[config.mk]
export PLATFORM = sky130hd
export DESIGN_NAME = overlay_pixel_fetch
export DESIGN_NICKNAME = d
export VERILOG_FILES = /design/src/rtl/overlay_pkg.sv /design/src/rtl/overlay_fifo.sv /design/src/rtl/overlay_pixel_fetch.sv
export SDC_FILE = /design/constraint.sdc
export NUM_CORES = 1
export LEC_CHECK = 0
export BUFFER_PORTS_ARGS = -buffer_cell sky130_fd_sc_hd__buf_2
export CORE_MARGIN = 3
export CORE_UTILIZATION = 61
export CTS_CLUSTER_SIZE = 12
export DETAILED_ROUTE_END_ITERATION = 16
export GPL_TIMING_DRIVEN = 0
export MAX_ROUTING_LAYER = met4
export PLACE_DENSITY = 0.83
export SETUP_SLACK_MARGIN = 0.5
export SLEW_MARGIN = 5
export SYNTH_ARGS = -nofsm -noshare
export SYNTH_HDL_FRONTEND = slang
export SYNTH_SLANG_ARGS = --single-unit
[constraint.sdc]
create_clock -name clk -period 6.9 [get_ports clk]
set_input_delay 0.69 -clock clk [delete_from_list [all_inputs] [get_ports clk]]
set_output_delay 0.69 -clock clk [all_outputs]
set_load 0.005 [all_outputs]
[src/rtl/overlay_pkg.sv]
// Shared types and helpers for the LCD overlay fetch path.
// Pixels are RGBA words: R[31:24], G[23:16], B[15:8], A[7:0].
package overlay_pkg;

    typedef struct packed {
        logic [7:0] r;
        logic [7:0] g;
        logic [7:0] b;
        logic [7:0] a;
    } rgba_t;

    localparam logic [31:0] TRANSPARENT_PIXEL = 32'h0000_0000;

    typedef enum logic [1:0] {
        IDLE,
        FETCH,
        DONE
    } fetch_state_t;

    // Truncating product keeps the result in 8 bits: 255*255 -> 254.
    function automatic rgba_t scale_alpha(input rgba_t px, input logic [7:0] global_alpha);
        logic [15:0] prod;
        rgba_t       res;
        prod  = {8'd0, px.a} * {8'd0, global_alpha};
        res   = px;
        res.a = prod[15:8];
        return res;
    endfunction

endpackage

[src/rtl/overlay_fifo.sv]
// Synchronous prefetch FIFO for overlay pixels; DEPTH must be a power of two.
// rd_data shows the head entry; the consumer registers it on the pop edge.
module overlay_fifo #(
    parameter int DEPTH = 16,
    parameter int WIDTH = 32
) (
    input  logic                       clk,
    input  logic                       reset_n,
    input  logic                       push,
    input  logic [WIDTH-1:0]           push_data,
    input  logic                       pop,
    input  logic                       flush,
    output logic [WIDTH-1:0]           rd_data,
    output logic                       full,
    output logic                       empty,
    output logic [$clog2(DEPTH):0]     count
);

    localparam int PW = $clog2(DEPTH);
    localparam int CW = PW + 1;

    logic [WIDTH-1:0] mem [DEPTH];
    logic [PW-1:0]    wr_ptr;
    logic [PW-1:0]    rd_ptr;
    logic             push_ok;
    logic             pop_ok;

    assign full    = (count == CW'(DEPTH));
    assign empty   = (count == '0);
    // A push into a full FIFO is only legal when the head leaves in the same cycle.
    assign push_ok = push && (!full || pop);
    assign pop_ok  = pop && !empty;
    assign rd_data = mem[rd_ptr];

    always_ff @(posedge clk) begin
        if (!reset_n || flush) begin
            wr_ptr <= '0;
            rd_ptr <= '0;
            count  <= '0;
        end else begin
            if (push_ok) wr_ptr <= wr_ptr + PW'(1);
            if (pop_ok)  rd_ptr <= rd_ptr + PW'(1);
            count <= count + CW'(push_ok) - CW'(pop_ok);
        end
    end

    always_ff @(posedge clk) begin
        if (push_ok && !flush) mem[wr_ptr] <= push_data;
    end

endmodule

[src/rtl/overlay_pixel_fetch.sv]
// Overlay pixel fetcher: prefetches RGBA words into a FIFO and serves one per de cycle.
// Optional build macro OVERLAY_GLOBAL_ALPHA_EN adds a global_alpha scaling input.
module overlay_pixel_fetch
    import overlay_pkg::*;
#(
    parameter int OVERLAY_WIDTH  = 360,
    parameter int OVERLAY_HEIGHT = 360,
    parameter int FIFO_DEPTH     = 16,
    parameter int ADDR_WIDTH     = 17
) (
    input  logic                  clk,
    input  logic                  reset_n,
    input  logic                  vsync,
    input  logic                  de,
    output logic                  mem_rd,
    output logic [ADDR_WIDTH-1:0] mem_addr,
    input  logic                  mem_ready,
    input  logic                  mem_data_valid,
    input  logic [31:0]           mem_data,
`ifdef OVERLAY_GLOBAL_ALPHA_EN
    input  logic [7:0]            global_alpha,
`endif
    output logic [31:0]           foreground_pixel,
    output logic                  underflow
);

    localparam int TOTAL  = OVERLAY_WIDTH * OVERLAY_HEIGHT;
    localparam int PIX_W  = $clog2(TOTAL + 1);
    localparam int CW     = $clog2(FIFO_DEPTH) + 1;
    localparam int DISC_W = CW + 4;
    localparam logic [CW:0]           DEPTH_L   = (CW+1)'(FIFO_DEPTH);
    localparam logic [ADDR_WIDTH-1:0] LAST_ADDR = ADDR_WIDTH'(TOTAL - 1);
    localparam logic [PIX_W-1:0]      TOTAL_L   = PIX_W'(TOTAL);

    fetch_state_t          state, state_n;
    logic [CW-1:0]         outstanding, out_n;
    logic [DISC_W-1:0]     discard, disc_n;
    logic [PIX_W-1:0]      consumed, consumed_n;
    logic [ADDR_WIDTH-1:0] addr_n;
    logic [CW-1:0]         cnt_n;
    logic [31:0]           pix_n;
    logic [31:0]           head_px;
    logic                  rd_n, under_n;
    logic                  accept, ret_kept, ret_any, push, pop, starve, pix_left;
    logic [31:0]           fifo_head;
    logic                  fifo_full, fifo_empty;
    logic [CW-1:0]         fifo_count;

    overlay_fifo #(.DEPTH(FIFO_DEPTH), .WIDTH(32)) u_fifo (
        .clk       (clk),
        .reset_n   (reset_n),
        .push      (push),
        .push_data (mem_data),
        .pop       (pop),
        .flush     (vsync),
        .rd_data   (fifo_head),
        .full      (fifo_full),
        .empty     (fifo_empty),
        .count     (fifo_count)
    );

`ifdef OVERLAY_GLOBAL_ALPHA_EN
    assign head_px = scale_alpha(rgba_t'(fifo_head), global_alpha);
`else
    assign head_px = fifo_head;
`endif

    always_comb begin
        accept   = mem_rd && mem_ready;
        // A return with nothing owed (e.g. left over from before reset) is simply ignored.
        ret_any  = mem_data_valid && (discard != '0 || outstanding != '0);
        ret_kept = mem_data_valid && discard == '0 && outstanding != '0;
        push     = ret_kept && !vsync && (!fifo_full || pop);
        pix_left = (consumed != TOTAL_L);
        pop      = de && !vsync && state != IDLE && pix_left && !fifo_empty;
        starve   = de && !vsync && state != IDLE && pix_left && fifo_empty;

        state_n    = state;
        addr_n     = mem_addr;
        out_n      = outstanding;
        disc_n     = discard;
        cnt_n      = fifo_count;
        consumed_n = consumed;
        under_n    = underflow | starve;
        pix_n      = pop ? head_px : TRANSPARENT_PIXEL;

        if (vsync) begin
            // Everything still owed to the old frame, including a request accepted
            // right now, becomes a return to drop.
            state_n    = FETCH;
            addr_n     = '0;
            out_n      = '0;
            disc_n     = discard + DISC_W'(outstanding) + DISC_W'(accept) - DISC_W'(ret_any);
            cnt_n      = '0;
            consumed_n = '0;
            under_n    = 1'b0;
        end else begin
            if (accept) addr_n = mem_addr + ADDR_WIDTH'(1);
            if (accept && state == FETCH && mem_addr == LAST_ADDR) state_n = DONE;
            if (mem_data_valid && discard != '0) disc_n = discard - DISC_W'(1);
            out_n = outstanding + CW'(accept) - CW'(ret_kept);
            cnt_n = fifo_count + CW'(push) - CW'(pop);
            if (pop || starve) consumed_n = consumed + PIX_W'(1);
        end

        // Registered request: look ahead at next-cycle occupancy so mem_rd never overcommits.
        rd_n = (state_n == FETCH) && (({1'b0, cnt_n} + {1'b0, out_n}) < DEPTH_L);
    end

    always_ff @(posedge clk) begin
        if (!reset_n) begin
            state            <= IDLE;
            mem_rd           <= 1'b0;
            mem_addr         <= '0;
            outstanding      <= '0;
            discard          <= '0;
            consumed         <= '0;
            foreground_pixel <= TRANSPARENT_PIXEL;
            underflow        <= 1'b0;
        end else begin
            state            <= state_n;
            mem_rd           <= rd_n;
            mem_addr         <= addr_n;
            outstanding      <= out_n;
            discard          <= disc_n;
            consumed         <= consumed_n;
            foreground_pixel <= pix_n;
            underflow        <= under_n;
        end
    end

endmodule

==> flow_summary_export.csv, run 1 <==
group,metric,value,unit
grt,overflow,0,
synth,postSynthAreaPerCell,18.78,um^2
floorplan,die_h,205.1,um
floorplan,row_count,72,
synth,synth_edf_count,512,
setup_path,cp-startpoint,"consumed[0]",
synth,synth_cell_type_count,52,
sta,rsz0062_at_grt,"no",
synth,netlist_area,0.02417,mm^2
setup_path,critical_path_class,"flop to flop",
sta,fmax,0.2226,GHz
floorplan,core_area,0.03892,mm^2
setup_path,crit_buf_inv,2,
sta,finalSetupViolations,0,
setup_path,critPathTopFamily,"simple AND/OR/NAND/NOR gates",
layout,layout_common_cells,"edfxtp_1, mux4_2, buf_2, dfxtp_1, clkbuf_1",
synth,syn_inst,1287,
sta,layout_min_cycle_time,4.492,ns
layout,nNetsFinal,1591,
sta,finalMaxSlewViolations,0,
place,gp_congestion,0.8294,
cts,cts.repair.resized,0,
cts,cts_post_setup_buffers_inserted,0,
floorplan,die_area,0.04205,mm^2
layout,fin_area,0.02779,mm^2
detailed_routing,final_antenna_net_count,0,
detailed_routing,vias,13520,
detailed_routing,wl_per_cell,28.14,um
layout,layout_commonest_cell,"edfxtp_1",
sta,fin_crit_sh,65.10,%
setup_path,crit_required,7.46,ns
place,placedCellCount,1962,
grt,antenna_found_initial,5,
setup_path,crit_chain,"inv_1 -> ha_1 -> nor4bb_1 -> nand3_1 -> o31a_1 -> o21ai_1 -> clkbuf_1 -> nor2_1 -> ha_1 -> fa_1 -> a21oi_1 -> nor2_1 -> nor2_1 -> xor2_1 -> nor2_1 -> ha_1 -> nor4b_1 -> nand2_1 -> nor2_1",
sta,relSlewSlack,14.81,%
synth,ys.flop_type,"edfxtp_1",
layout,area.sequential,0.01732,mm^2
layout,stdcell_count,2078,
layout,layout-drive-gt1-share,27.03,%
setup_path,worst_path_largest_cell_delay,0.56,ns
sta,fin_tns_setup,0,ns
setup_path,crit_path_end_kind,"flop",
power,p_leak,0.009131,uW
layout,multi_input_area,0.006559,mm^2
hold_path,worstHoldPathType,"primary input to flop",
cts,clock_sinks,609,
place,dp.final_hpwl,35970,um
grt,grt_max_degree,21,
run_status,status,"finished clean",
cts,root_buffer,"clkbuf_16",
hold_path,hold_start,"reset_n",
setup_path,worstPathMaxFanout,10,
setup_path,critPathLaunchType,"flop",
layout,synthToLayoutAreaGrowth,14.95,%
cts,ctsHtreeMaxLevel,2,
setup_path,r2r-start,"consumed[0]",
cts,ctsHoldBuffers,0,
cts,cts_buffers,59,
sta,tightestPinTransition,1.266,ns
synth,ys_async_sr_fraction,0,%
floorplan,io_pins,89,
grt,grt_pass1_vias,13860,
synth,synth_nets,1373,
cts,clkTransAtPathRegs,0.06,ns
cts,cts_tree,"yes",
detailed_routing,vias_per_cell,6.505,
grt,grt_pass1_wl,87870,um
detailed_routing,firstDrtPassIters,8,
setup_path,slowest_stage,"clkbuf_1",
synth,ys_ff_latch,609,
run,maxCapViolCount,0,
layout,utilization,71.40,%
place,dpl_cell_area,0.02600,mm^2
detailed_routing,wl,58470,um
sta,hold_viol,0,
detailed_routing,drc_errors,0,
place,port_buffers,88,
floorplan,fp.dieW,205.1,um
setup_path,cp.arrival,5.05,ns
power,power.density,273.4,mW/mm^2
synth,yosys_warnings,0,
grt,track_usage,29.54,%
sta,finalClockSkew,0.03158,ns
cts,clock_latency,0.62,ns
floorplan,start_util,62.11,%
layout,nFillCells,2261,
setup_path,cp_common_cell,"nor2_1",
power,ir_drop,0.0002383,V
synth,ys_seq_area_share,71.64,%
detailed_routing,drtIter0Drc,1550,
cts,clockBufferDepth,3,
final timing paths:
kind	to	slack [ns]	cells past startpoint
min reg2reg	underflow	0.49	2
max reg2reg	mem_rd	2.41	19
max	mem_rd	2.41	19
min	discard[1]	0.42	2
worst register-to-register path, delay by kind of cell, from the launching register on:
kind                       cells  cell delay, ns
and+or+nand+nor                9            1.25
xor gates and xnor gates       1            0.16
AOI/OAI and AO/OA              3            0.92
buffers and inverters          2            0.63
adders and majority gates      4            1.12
DFF                            1            0.35
per-stage QoR:
stage	hold slack [ns]	total power, uW	worst slack (ns)
2_1_floorplan	0.4599	4483	1.629
3_3_place_gp	0.4719	4594	-2.345
3_5_place_dp	0.4572	4624	2.493
4_1_cts	0.3966	7616	2.437
5_1_grt	0.4339	7817	2.055
6_report	0.4214	7596	2.408
kinds of logic (layout without fill, tap and decap cells):
group	Yosys count	after routing	share of synthesized area, %
fa+ha+maj	48	48	2.640
xor+xnor	50	50	1.812
simple gates	243	243	5.409
flops	609	609	71.64
compound gates	73	73	1.910
buf+inv	103	370	1.646
other cells	0	6	0
mux	161	161	14.95
Yosys cell counts, drive strengths merged (3+ instances only):
| master | n | area, um^2 |
|---|---|---|
| ha | 43 | 538.0 |
| xnor2 | 32 | 280.3 |
| dfxtp | 97 | 1942 |
| a21o | 6 | 45.04 |
| nor3 | 9 | 45.04 |
| xor2 | 18 | 157.7 |
| clkbuf | 33 | 123.9 |
| inv | 44 | 165.2 |
| nand3 | 23 | 115.1 |
| and2 | 12 | 75.07 |
| nand2b | 6 | 37.54 |
| o21a | 3 | 22.52 |
| fa | 5 | 100.1 |
| buf | 26 | 108.9 |
| a21oi | 25 | 125.1 |
| nor4b | 3 | 26.28 |
| nand4 | 14 | 87.58 |
| and4 | 6 | 52.55 |
| nor2 | 67 | 251.5 |
| and3 | 5 | 31.28 |
| mux4 | 160 | 3603 |
| nor2b | 36 | 225.2 |
| nor4 | 14 | 102.6 |
| o211a | 4 | 40.04 |
| o21ai | 18 | 93.84 |
| nand2 | 30 | 112.6 |
| o31ai | 3 | 22.52 |
| or4 | 4 | 33.78 |
| or3 | 5 | 31.28 |
| edfxtp | 512 | 15370 |
per-layer routing:
metal | up-vias | wire, um | global-route usage (%)
met5 | - | 0 | -
met4 | 0 | 2063 | 10.74
met3 | 171 | 5162 | 5.657
met2 | 881 | 29930 | 48.20
met1 | 6909 | 21320 | 37.71
li1 | 5556 | - | -
area by class of cell:
type | instances | share of cell area [%]
repair buffers | 157 | 3.877
clock buffers | 104 | 6.209
multi-input cells | 575 | 23.60
plain buffers | 59 | 0.8375
flip-flops and latches | 609 | 62.32
clock inverters | 6 | 0.1756
inverters | 44 | 0.5944
well taps | 518 | 2.332
diodes | 6 | 0.05403
sequential cells by signal, indices dropped and copies added (netlist names):
name and flops:
underflow 1, discard 9, state 2, foreground_pixel 32, u_fifo.mem 512, consumed 17
mem_addr 17, u_fifo.wr_ptr 4, outstanding 5, mem_rd 1, u_fifo.rd_ptr 4, u_fifo.count 5
power breakdown:
part / internal [uW] / total, uW / switching, uW
sequential: 4010 / 4030 / 26.5
clock: 1680 / 3040 / 1350
combinational: 217 / 528 / 311
total: 5910 / 7600 / 1690
Power figures use the tool's default switching activity.
==> run 2: changes to the inputs <==
--- a/config.mk
+++ b/config.mk
@@ -7,12 +7,12 @@
 export LEC_CHECK = 0
 export BUFFER_PORTS_ARGS = -buffer_cell sky130_fd_sc_hd__buf_2
 export CORE_MARGIN = 3
-export CORE_UTILIZATION = 61
+export CORE_UTILIZATION = 56
 export CTS_CLUSTER_SIZE = 12
 export DETAILED_ROUTE_END_ITERATION = 16
 export GPL_TIMING_DRIVEN = 0
 export MAX_ROUTING_LAYER = met4
-export PLACE_DENSITY = 0.83
+export PLACE_DENSITY = 0.8
 export SETUP_SLACK_MARGIN = 0.5
 export SLEW_MARGIN = 5
 export SYNTH_ARGS = -nofsm -noshare
==> constraint.sdc (replaced) <==
create_clock -name clk -period 4.13 [get_ports clk]
set_input_delay 0.413 -clock clk [delete_from_list [all_inputs] [get_ports clk]]
set_output_delay 0.413 -clock clk [all_outputs]
set_load 0.005 [all_outputs]
==> flow_summary_export.csv, run 2 (same netlist as run 1, synthesis figures left out) <==
group,metric,value,unit
sta,layout_min_cycle_time,3.570,ns
detailed_routing,drc_errors,0,
setup_path,critical_path_class,"flop to flop",
layout,stdcell_count,2132,
place,port_buffers,88,
sta,fmax,0.2801,GHz
detailed_routing,vias_per_cell,6.136,
cts,ctsHtreeMaxLevel,2,
power,p_leak,0.009236,uW
detailed_routing,final_antenna_net_count,0,
layout,layout_commonest_cell,"edfxtp_1",
place,placedCellCount,1999,
floorplan,io_pins,89,
power,p_total,12730,uW
floorplan,row_count,75,
floorplan,core_area,0.04232,mm^2
setup_path,crit_required,4.64,ns
cts,clock_sinks,609,
layout,reg_top3,"u_fifo.mem: 512 flops, foreground_pixel: 32 flops",
grt,antenna_found_initial,5,
detailed_routing,wl_per_cell,26.29,um
power,ir_drop,0.0003912,V
sta,relSlewSlack,16.43,%
sta,finalClockSkew,0.02568,ns
cts,clkTransAtPathRegs,0.06,ns
setup_path,crit_path_end_kind,"flop",
layout,largest_reg_flops,512,
floorplan,start_util,57.12,%
sta,finalSetupViolations,0,
place,pre_cts_ws,0.03520,ns
detailed_routing,drtIter0Drc,1482,
grt,grt_max_degree,21,
cts,root_buffer,"clkbuf_16",
detailed_routing,firstDrtPassIters,5,
floorplan,die_h,213.8,um
detailed_routing,met3WireLength,4517,um
detailed_routing,wl_met1,21460,um
detailed_routing,vias,13080,
setup_path,worstPathMaxFanout,4,
hold_path,worstHoldPathType,"primary input to flop",
layout,nFillCells,2645,
detailed_routing,route.met2.wl,28140,um
sta,rsz0062_at_grt,"yes",
cts,cts_buffers,59,
place,dp.final_hpwl,34780,um
setup_path,cp.arrival,4.08,ns
layout,synthToLayoutAreaGrowth,16.67,%
grt,grt_pass1_wl,84910,um
cts,clock_latency,0.63,ns
sta,finalMaxSlewViolations,0,
layout,layout-drive-gt1-share,28.71,%
grt,grt_pass1_vias,13490,
power,power.density,451.3,mW/mm^2
cts,ctsHoldBuffers,0,
sta,tightestPinTransition,1.242,ns
floorplan,die_area,0.04570,mm^2
detailed_routing,wl,56050,um
detailed_routing,route.top_layer_used,"met4",
cts,clockBufferDepth,3,
grt,overflow,0,
run_status,status,"finished clean",
place,gp_congestion,0.8080,
setup_path,critPathLaunchType,"flop",
cts,cts_tree,"yes",
grt,track_usage,26.31,%
sta,finalWorstSetupSlack,0.5600,ns
run,maxCapViolCount,0,
layout,nNetsFinal,1586,
layout,max_flop_register,"u_fifo.mem",
layout,layout_common_cells,"edfxtp_1, mux4_2, buf_2, dfxtp_1, clkbuf_1",
sta,hold_viol,0,
floorplan,fp.dieW,213.8,um
sta,fin_crit_sh,86.44,%
-- run 2: what timing repair did --
item / 4_1_cts / 5_1_grt
setup buffers: 10 / 7
resized for setup: 18 / 17
pin swaps: 9 / 15
endpoints found under the setup margin: 2 / 7
-- run 2: layout make-up --
cell class	instances	area (um^2)	share of cell area, %
clock buffer	106	1743	6.180
inverter	44	165.2	0.5856
sequential	609	17330	61.43
clock inverter	5	68.82	0.2440
antenna	5	12.51	0.04436
timing repair buffer	152	1176	4.170
multi-input combinational	575	6735	23.88
tap	577	721.9	2.560
buffer	59	254.0	0.9006
-- run 2: critical path: stages, from the launching register on --
cell and delay [ns]:
dfxtp_1 0.33, or4_4 0.58, o21ai_2 0.18, o21ai_1 0.10
ha_1 0.28, inv_1 0.05, fa_2 0.37, fa_2 0.38
a21o_1 0.20, a41o_1 0.27, o21a_1 0.18, or4_1 0.38
and3_1 0.18
-- run 2: worst paths after layout --
path / startpoint / end / slack, ns / depth (start not counted)
hold reg to reg: state[1] / state[1] / 0.50 / 2
setup / recovery: discard[3] / discard[8] / 0.56 / 12
hold / removal: reset_n / discard[1] / 0.13 / 2
setup reg to reg: discard[3] / discard[8] / 0.56 / 12
-- run 2: per-layer routing --
metal	vias to the layer above	track usage, %
met3	153	4.404
met5	-	-
met1	6708	35.14
met4	0	9.754
li1	5551	-
met2	670	41.60
-- run 2: metrics by stage --
| stage | setup TNS (ns) | util (%) | instance area (um^2) | hold slack, ns |
|---|---|---|---|---|
| after CTS | 0 | 66.38 | 28090 | 0.09600 |
| after global placement | -678.46 | 60.12 | 25440 | 0.4782 |
| after global routing | 0 | 66.64 | 28200 | 0.1196 |
| after detailed placement | 0 | 61.73 | 26130 | 0.4859 |
| after floorplan | -76.40 | - | 24280 | 0.4599 |
| final | 0 | 66.64 | 28200 | 0.1271 |
-- run 2: where the power goes --
group | internal, uW | leakage [uW] | switching, uW
registers | 6690 | 0.00539 | 48.1
logic | 380 | 0.00298 | 512
clock network | 2890 | 0.000873 | 2200
total | 9970 | 0.00924 | 2760
